==> src/rtl/sha256_sequencer.sv <==
`default_nettype none
// +--------------------------------------------------------------------------+
// | sha256_sequencer: nonce-sweep job FSM driving a SHA-256 round core       |
// | Rev 1.0                                                                  |
// +--------------------------------------------------------------------------+
module sha256_sequencer #(
  parameter int NONCE_LSB = 384
) (
  input  logic         clk_fast,
  input  logic         rst,
  input  logic         job_valid,
  output logic         job_ready,
  input  logic [511:0] msg_in,
  input  logic [31:0]  nonce_start,
  input  logic [31:0]  nonce_count,
  input  logic         abort,
  input  logic         found,
  output logic [511:0] message,
  output logic [6:0]   round,
  output logic         rotate_W,
  output logic         start,
  output logic         round_enable,
  output logic         enable_last_addition,
  output logic         idle_rst,
  output logic [31:0]  K,
  output logic         busy,
  output logic         done,
  output logic         hit,
  output logic [31:0]  hit_nonce
);

  localparam logic [31:0] c_k_rom [64] = '{
    32'h428a2f98, 32'h71374491, 32'hb5c0fbcf, 32'he9b5dba5, 32'h3956c25b, 32'h59f111f1, 32'h923f82a4, 32'hab1c5ed5,
    32'hd807aa98, 32'h12835b01, 32'h243185be, 32'h550c7dc3, 32'h72be5d74, 32'h80deb1fe, 32'h9bdc06a7, 32'hc19bf174,
    32'he49b69c1, 32'hefbe4786, 32'h0fc19dc6, 32'h240ca1cc, 32'h2de92c6f, 32'h4a7484aa, 32'h5cb0a9dc, 32'h76f988da,
    32'h983e5152, 32'ha831c66d, 32'hb00327c8, 32'hbf597fc7, 32'hc6e00bf3, 32'hd5a79147, 32'h06ca6351, 32'h14292967,
    32'h27b70a85, 32'h2e1b2138, 32'h4d2c6dfc, 32'h53380d13, 32'h650a7354, 32'h766a0abb, 32'h81c2c92e, 32'h92722c85,
    32'ha2bfe8a1, 32'ha81a664b, 32'hc24b8b70, 32'hc76c51a3, 32'hd192e819, 32'hd6990624, 32'hf40e3585, 32'h106aa070,
    32'h19a4c116, 32'h1e376c08, 32'h2748774c, 32'h34b0bcb5, 32'h391c0cb3, 32'h4ed8aa4a, 32'h5b9cca4f, 32'h682e6ff3,
    32'h748f82ee, 32'h78a5636f, 32'h84c87814, 32'h8cc70208, 32'h90befffa, 32'ha4506ceb, 32'hbef9a3f7, 32'hc67178f2
  };

  typedef enum logic [2:0] {
    S_IDLE  = 3'd0,
    S_LOAD  = 3'd1,
    S_PRIME = 3'd2,
    S_ROUND = 3'd3,
    S_FINAL = 3'd4,
    S_CHECK = 3'd5
  } state_t;

  state_t       r_state;
  logic [511:0] r_message;
  logic [31:0]  r_nonce;
  logic [31:0]  r_remaining;
  logic [6:0]   r_round;
  logic [31:0]  r_k;
  logic         r_job_ready, r_idle_rst, r_start, r_rotate_w, r_round_enable, r_last_add;
  logic         r_busy, r_done, r_hit;
  logic [31:0]  r_hit_nonce;

  logic [31:0]  w_nonce_inc;
  logic [511:0] w_msg_load;
  logic [511:0] w_msg_next;

  // Nonce field is spliced into the template both at accept and on each increment.
  always_comb begin
    w_nonce_inc = r_nonce + 32'd1;
    w_msg_load = msg_in;
    w_msg_load[NONCE_LSB +: 32] = nonce_start;
    w_msg_next = r_message;
    w_msg_next[NONCE_LSB +: 32] = w_nonce_inc;
  end

  always_ff @(posedge clk_fast or posedge rst) begin
    if (rst) begin
      r_state        <= S_IDLE;
      r_message      <= '0;
      r_nonce        <= '0;
      r_remaining    <= '0;
      r_round        <= '0;
      r_k            <= '0;
      r_job_ready    <= 1'b1;
      r_idle_rst     <= 1'b1;
      r_start        <= 1'b0;
      r_rotate_w     <= 1'b0;
      r_round_enable <= 1'b0;
      r_last_add     <= 1'b0;
      r_busy         <= 1'b0;
      r_done         <= 1'b0;
      r_hit          <= 1'b0;
      r_hit_nonce    <= '0;
    end else begin
      r_done <= 1'b0;
      if (r_state == S_IDLE) begin
        if (job_valid) begin
          r_message   <= w_msg_load;
          r_nonce     <= nonce_start;
          r_remaining <= nonce_count;
          r_hit       <= 1'b0;
          r_hit_nonce <= '0;
          if (nonce_count == 32'd0) begin
            r_done <= 1'b1;
          end else begin
            r_state     <= S_LOAD;
            r_job_ready <= 1'b0;
            r_idle_rst  <= 1'b0;
            r_start     <= 1'b1;
            r_busy      <= 1'b1;
          end
        end
      end else if (abort) begin
        r_state        <= S_IDLE;
        r_job_ready    <= 1'b1;
        r_idle_rst     <= 1'b1;
        r_start        <= 1'b0;
        r_rotate_w     <= 1'b0;
        r_round_enable <= 1'b0;
        r_last_add     <= 1'b0;
        r_round        <= '0;
        r_k            <= '0;
        r_busy         <= 1'b0;
        r_done         <= 1'b1;
        r_hit          <= 1'b0;
      end else begin
        case (r_state)
          S_LOAD: begin
            r_state    <= S_PRIME;
            r_start    <= 1'b0;
            r_rotate_w <= 1'b1;
          end
          S_PRIME: begin
            r_state        <= S_ROUND;
            r_round_enable <= 1'b1;
            r_round        <= 7'd0;
            r_k            <= c_k_rom[0];
          end
          S_ROUND: begin
            if (r_round == 7'd63) begin
              r_state        <= S_FINAL;
              r_round_enable <= 1'b0;
              r_rotate_w     <= 1'b0;
              r_last_add     <= 1'b1;
              r_round        <= 7'd64;
              r_k            <= '0;
            end else begin
              r_round <= r_round + 7'd1;
              r_k     <= c_k_rom[r_round[5:0] + 6'd1];
            end
          end
          S_FINAL: begin
            r_state    <= S_CHECK;
            r_last_add <= 1'b0;
            r_idle_rst <= 1'b1;
          end
          S_CHECK: begin
            r_round <= '0;
            if (found || r_remaining == 32'd1) begin
              r_state     <= S_IDLE;
              r_job_ready <= 1'b1;
              r_busy      <= 1'b0;
              r_done      <= 1'b1;
              r_hit       <= found;
              if (found) r_hit_nonce <= r_nonce;
            end else begin
              r_state     <= S_LOAD;
              r_idle_rst  <= 1'b0;
              r_start     <= 1'b1;
              r_nonce     <= w_nonce_inc;
              r_message   <= w_msg_next;
              r_remaining <= r_remaining - 32'd1;
            end
          end
          default: r_state <= S_IDLE;
        endcase
      end
    end
  end

  assign job_ready            = r_job_ready;
  assign message              = r_message;
  assign round                = r_round;
  assign rotate_W             = r_rotate_w;
  assign start                = r_start;
  assign round_enable         = r_round_enable;
  assign enable_last_addition = r_last_add;
  assign idle_rst             = r_idle_rst;
  assign K                    = r_k;
  assign busy                 = r_busy;
  assign done                 = r_done;
  assign hit                  = r_hit;
  assign hit_nonce            = r_hit_nonce;

endmodule
`default_nettype wire

==> config.mk <==
export PLATFORM = sky130hd
export DESIGN_NAME = sha256_sequencer
export DESIGN_NICKNAME = d
export VERILOG_FILES = /design/src/rtl/sha256_sequencer.sv
export SDC_FILE = /design/constraint.sdc
export NUM_CORES = 2
export LEC_CHECK = 0
export CAP_MARGIN = 20
export CORE_AREA = 2 2 451 453
export DETAILED_ROUTE_END_ITERATION = 8
export DIE_AREA = 0 0 453 455
export SYNTH_ARGS = -nofsm -noshare
export SYNTH_HDL_FRONTEND = slang
export SYNTH_SLANG_ARGS = --single-unit
==> constraint.sdc <==
create_clock -name clk_fast -period 41.7 [get_ports clk_fast]
set_clock_uncertainty 0.05 [all_clocks]
set_input_delay 4.17 -clock clk_fast [delete_from_list [all_inputs] [get_ports clk_fast]]
set_output_delay 4.17 -clock clk_fast [all_outputs]
set_load 0.005 [all_outputs]
After elaboration in Yosys (flattened, before gate mapping)
Memories as Yosys holds them, arrays and structs flattened.
Index checks and enable logic that the tools add are counted.
{"block": "word_totals", "reg_bits": 659, "latch_bits": 0, "ramBits": 0, "mem_bits_ro": 2048, "input_bits": 581, "output_inout_bits": 592, "mem_count": 1}
{"block": "op_classes", "add_sub_neg": 4, "multipliers": 0, "n_div": 0, "magnitude_cmp": 1, "n_eq_ne": 14, "shift": 0, "n_mux": 75, "bitwise_logic": 2, "n_reduce_logical": 28}
{"memory": "(name not given)", "depth": 64, "width": 32, "rd": 1, "rd_clocked_by_memory_dff": 0, "wr": 0, "line_no": "148", "rtl": "r_k <= c_k_rom[r_round[5:0] + 6'd1];"}
{"op": "$mux W416", "n": 3}
{"op": "$mux W512", "n": 2}
{"op": "$mux W32", "n": 20}
{"op": "$pmux W32 S2", "n": 1}
{"op": "$mux W1", "n": 35}
{"op": "$add A32 B1 Y32 const B", "n": 1}
{"op": "$eq A32 B1 Y1 const B", "n": 1}
{"op": "$logic_not A32 Y1", "n": 1}
{"op": "$sub A32 B1 Y32 const B", "n": 1}
{"op": "$reduce_bool A3 Y1", "n": 6}
{"op": "$reduce_and A4 Y1", "n": 4}
{"op": "$mux W3", "n": 5}
{"op": "$pmux W3 S5", "n": 1}
{"op": "$reduce_and A3 Y1", "n": 5}
{"op": "$mux W7", "n": 2}
{"op": "$pmux W7 S2", "n": 1}
{"op": "$pmux W1 S2", "n": 5}
{"op": "$ne A4 B4 Y1 const B", "n": 2}
{"op": "$reduce_bool A4 Y1", "n": 2}
{"op": "$add A7 B1 Y7 const B", "n": 1}
{"op": "$eq A7 B6 Y1 const B", "n": 1}
{"op": "$ge A7 B7 Y1 const B", "n": 1}
{"op": "$not A6 Y7", "n": 1}
{"op": "$add A6 B1 Y6 const B", "n": 1}
{"op": "other kinds (13)", "n": 21}

Longest topological paths before layout
{"block": "depth", "word_depth": 8, "depth_mapped": 14, "mapped_depth_nobuf": 10}

Worst setup path before layout
Ideal clock, no wire load.
{"block": "synth_timing", "path_type": "input port to flip-flop", "startpoint": "in job_valid", "endpoint": "reg r_message[10] (netlist: message[10])", "setup_time_ns": 0.125, "arrival_time_ns": 5.755, "setup_slack_ns": 35.770, "path_stages": 6, "path_cell_list": "and2_1 > clkbuf_1 > clkbuf_1 > clkbuf_1 > clkbuf_1 > mux2_2"}
{"block": "synth_via", "elab_chain_len": 1}
{"element": "start, declared", "line_no": "11", "rtl": "input logic job_valid,"}
{"element": "$reduce_and A2 Y1 (no source line)"}
{"element": "end signal, assigned", "line_no": "97", "rtl": "r_message <= w_msg_load;"}
{"element": "end signal, assigned", "line_no": "170", "rtl": "r_message <= w_msg_next;"}
{"element": "end, declared", "line_no": "53", "rtl": "logic [511:0] r_message;"}
Every way passes these cells.
A chain may end at the register's enable or synchronous reset.

==> key figures <==
STA
  – RSZ-0062 raised after global routing: false
  – FMAX: 119 MHz
  – Worst relative slew slack: 14.4%
  – Total negative slack: 0 ps
  – Worst-margin pin slew: 1280 ps
  – Crit share post-route: 20.2%
  – Max-slew violation count: 0
  – Hold slack: 430 ps
  – Endpoints failing setup: 0
  – Count of final hold-check violations: 0
  – Tmin final: 8430 ps

GRT
  – Antenna violations before repair: 91
  – First-pass GRT wire length: 235000 microns
  – Overall Global Routing Usage: 16.6%
  – Grt ovf: 0
  – Gr busiest metal: met2
  – GRT met1 Usage: 18.2%
  – Met2 usage: 29.2%
  – GRT met3 Usage: 5.55%
  – Vias in the first global route: 25697
  – Largest net degree at the start of global routing: 150

Logic synthesis
  – Register area share after synthesis: 54.6%
  – Main synth FF type: dfrtp_1
  – Post-synth EDFFs: 0
  – Cell taking the most area after synthesis: dfrtp_1
  – Yosys cell types: 80
  – Syn nets: 3101
  – Top cells by area, synth: dfrtp_1 (54%), mux2_2 (19%), a21oi_1 (3.0%), o21ai_0 (2.8%), nand2_1 (2.3%)
  – Yosys top cell area share: 54.4%
  – Synth Area per Inst: 11.5 sq um
  – Seq cells post-synth: 627
  – Cells after Synth: 2497
  – Yosys warning count: 0
  – Netlist Area Pre-Place: 0.0287 sq mm
  – FFs w/ async S/R, synth: 100%

Floorplanning
  – # IOs: 1173
  – Starting Density: 14.3%
  – Core Footprint: 0.201 sq mm
  – FP Rows: 165
  – Die H: 455 microns
  – Chip width: 453 microns
  – Die area: 0.206 sq mm

Setup path
  – Setup CP Type: in2async
  – Max FO, Critical Path: 83
  – CP cell instances: clkdlybuf4s50_1, inv_8, buf_4, buf_4, buf_4, buf_4, buf_4
  – Cell mode on critical path: buf_4
  – Endpoint class of the critical path: asynchronous set/reset pin
  – Req. time, crit path: 42390 ps
  – CP arrival: 9120 ps
  – Critical Path Source Type: input port
  – Critical Path Max Stage Delay: 800 ps
  – Worst path slowest cell: buf_4

Clock tree
  – Clock Latency Late Sink: 710 ps
  – Number of setup buffers added after CTS: 0
  – # resized after CTS: 0
  – # hold bufs at CTS: 0
  – Num CTS Buffers: 81
  – Deepest clock path buffer count: 3
  – H-Tree Depth: 3
  – CTS clk-pin slew, worst paths: 60 ps
  – CTS sink cnt: 627
  – CTS Root Buffer Type: clkbuf_16
  – CTS tree: built

Layout
  – Syn-to-layout area delta: 60.6%
  – Share of cells above drive strength 1: 19.3%
  – Fin cells: 6340
  – Design area: 0.0461 sq mm
  – Final #Nets: 4174

Routing
  – Detailed-route DRC error count: 0
  – 1st-pass router iterations: 8
  – DR vias: 26494
  – Vias/cell: 4.18
  – DR WL/cell: 28.2 microns
  – Post-route antenna net violation count: 0
  – Iteration-0 DRC Markers: 2482
  – Total Wirelength: 179000 microns

Place
  – Post-DP Area: 0.0431 sq mm
  – Placed insts: 6159
  – Hpwl dp: 144000 microns
  – Gp weighted congestion: 0.948
  – Port Buffer Count: 1140

Hold path
  – Hold Path Class: reg2reg

Power
  – Pleak: 17.6 nW
  – Worst IR Drop VDD: 43.6 uV
  – Power per Cell Area: 75.4 mW/mm^2

Job
  – MaxCap Viol Count: 0

Status
  – Status: finished clean
[metrics by stage]
stage	power (mW)	setup WS (ps)	utilization, %
final	3.48	33270	22.9
after floorplan	1.64	19920	-
after global routing	3.67	32580	22.9
after detailed placement	2.75	32350	21.4
after global placement	2.74	32440	21.4
after CTS	3.56	33190	22.9
[per-layer routing]
| metal | vias to the layer above | routed length (microns) |
|---|---|---|
| li1 | 11374 | - |
| met1 | 13382 | 63700 |
| met2 | 1408 | 91900 |
| met3 | 308 | 15700 |
| met4 | 22 | 7220 |
| met5 | - | 136 |
[worst paths after layout]
check | from | cells after the start | slack (ps) | endpoint
worst max-delay path | rst | 7 | 33270 | r_remaining[12]
worst min-delay path | hit_nonce[22] | 2 | 430 | hit_nonce[22]
worst max register to register | round[0] | 10 | 36450 | K[21]
worst min register to register | hit_nonce[22] | 2 | 430 | hit_nonce[22]
max in group clk_fast | job_valid | 5 | 34210 | message[138]
min in group asynchronous | rst | 2 | 3910 | message[498]
[flip-flops by register name, indices dropped and copies added, names as in the netlist, 3 cells and up]
register and count:
round 7, hit_nonce 32, K 32, r_remaining 32, r_state 3, message 512
[power by group]
| part | internal [mW] | leakage, nW | total [mW] | switching (mW) |
|---|---|---|---|---|
| clock | 0.467 | 1.43 | 0.778 | 0.310 |
| sequential | 0.907 | 7.46 | 1.12 | 0.213 |
| combinational | 0.835 | 8.68 | 1.58 | 0.745 |
[cells by family after synthesis]
kind of cell               after synthesis  share of synthesized area, %
adders and majority gates               23                          1.00
xor gates and xnor gates                 3                        0.0915
muxes                                  497                          19.5
DFF                                    627                          54.6
buffers and inverters                  224                          3.10
and+or+nand+nor                        517                          8.28
AOI/OAI and AO/OA                      606                          13.4
[area by class of cell]
class / instances / area [sq um]
Inverter: 31 / 124
Fill cell: 21581 / 155000
Timing Repair Buffer: 1183 / 11700
Clock buffer: 110 / 2320
Multi-Input combinational cell: 1646 / 12200
Sequential cell: 627 / 15700
Clock inverter: 38 / 602
Tap cell: 2672 / 3340
Antenna cell: 33 / 82.6
[synthesized netlist by cell type, types with 5 or more instances]
library cell,instances
a211oi_1,25
o211ai_1,18
o221ai_1,12
inv_1,29
o311a_1,5
and2_1,6
o22a_1,10
a211o_1,8
a221oi_1,10
a2111oi_0,5
dfrtp_1,625
ha_1,23
o311ai_0,7
or3_1,9
and3_1,7
a311oi_1,5
nand2_1,177
o31ai_1,12
mux2_2,483
o2bb2ai_1,12
nor2b_1,5
nor2_1,143
or4_1,6
o22ai_1,27
or2_2,10
nand4_1,12
mux2i_1,13
a31oi_1,21
nand2b_1,11
nand3_1,37
a22o_1,6
nor4_1,26
buf_2,9
buf_1,14
a22oi_1,22
clkbuf_1,164
a21oi_1,174
a41oi_1,5
o21ai_0,162
nor3_1,50
o32ai_1,7
a32oi_1,5
[placed cells by master, fill, tap and decap left out, types with 8 or more instances in the layout]
cell and count:
o2bb2ai_1 12, buf_4 42, nand2_1 176, o211ai_1 18, mux2i_1 13, o22ai_1 27
clkdlybuf4s50_1 1140, a31oi_1 21, nor4_1 26, nand2b_1 11, clkbuf_1 11, a21oi_1 173
nand4_1 12, or2_2 10, a22oi_1 22, nor3_1 49, ha_1 22, o22a_1 10
a211oi_1 25, a211o_1 8, or3_1 9, o221ai_1 12, a221oi_1 10, o31ai_1 12
clkbuf_16 81, mux2_2 483, inv_1 27, clkinv_2 12, nand3_1 36, clkbuf_8 18
nor2_1 141, dfrtp_1 624, bufinv_16 12, diode_2 33, o21ai_0 161
[critical path, delay by kind of cell]
kind	cells	cell delay, ps
buffers and inverters	7	4630
Power figures use the tool's default switching activity.
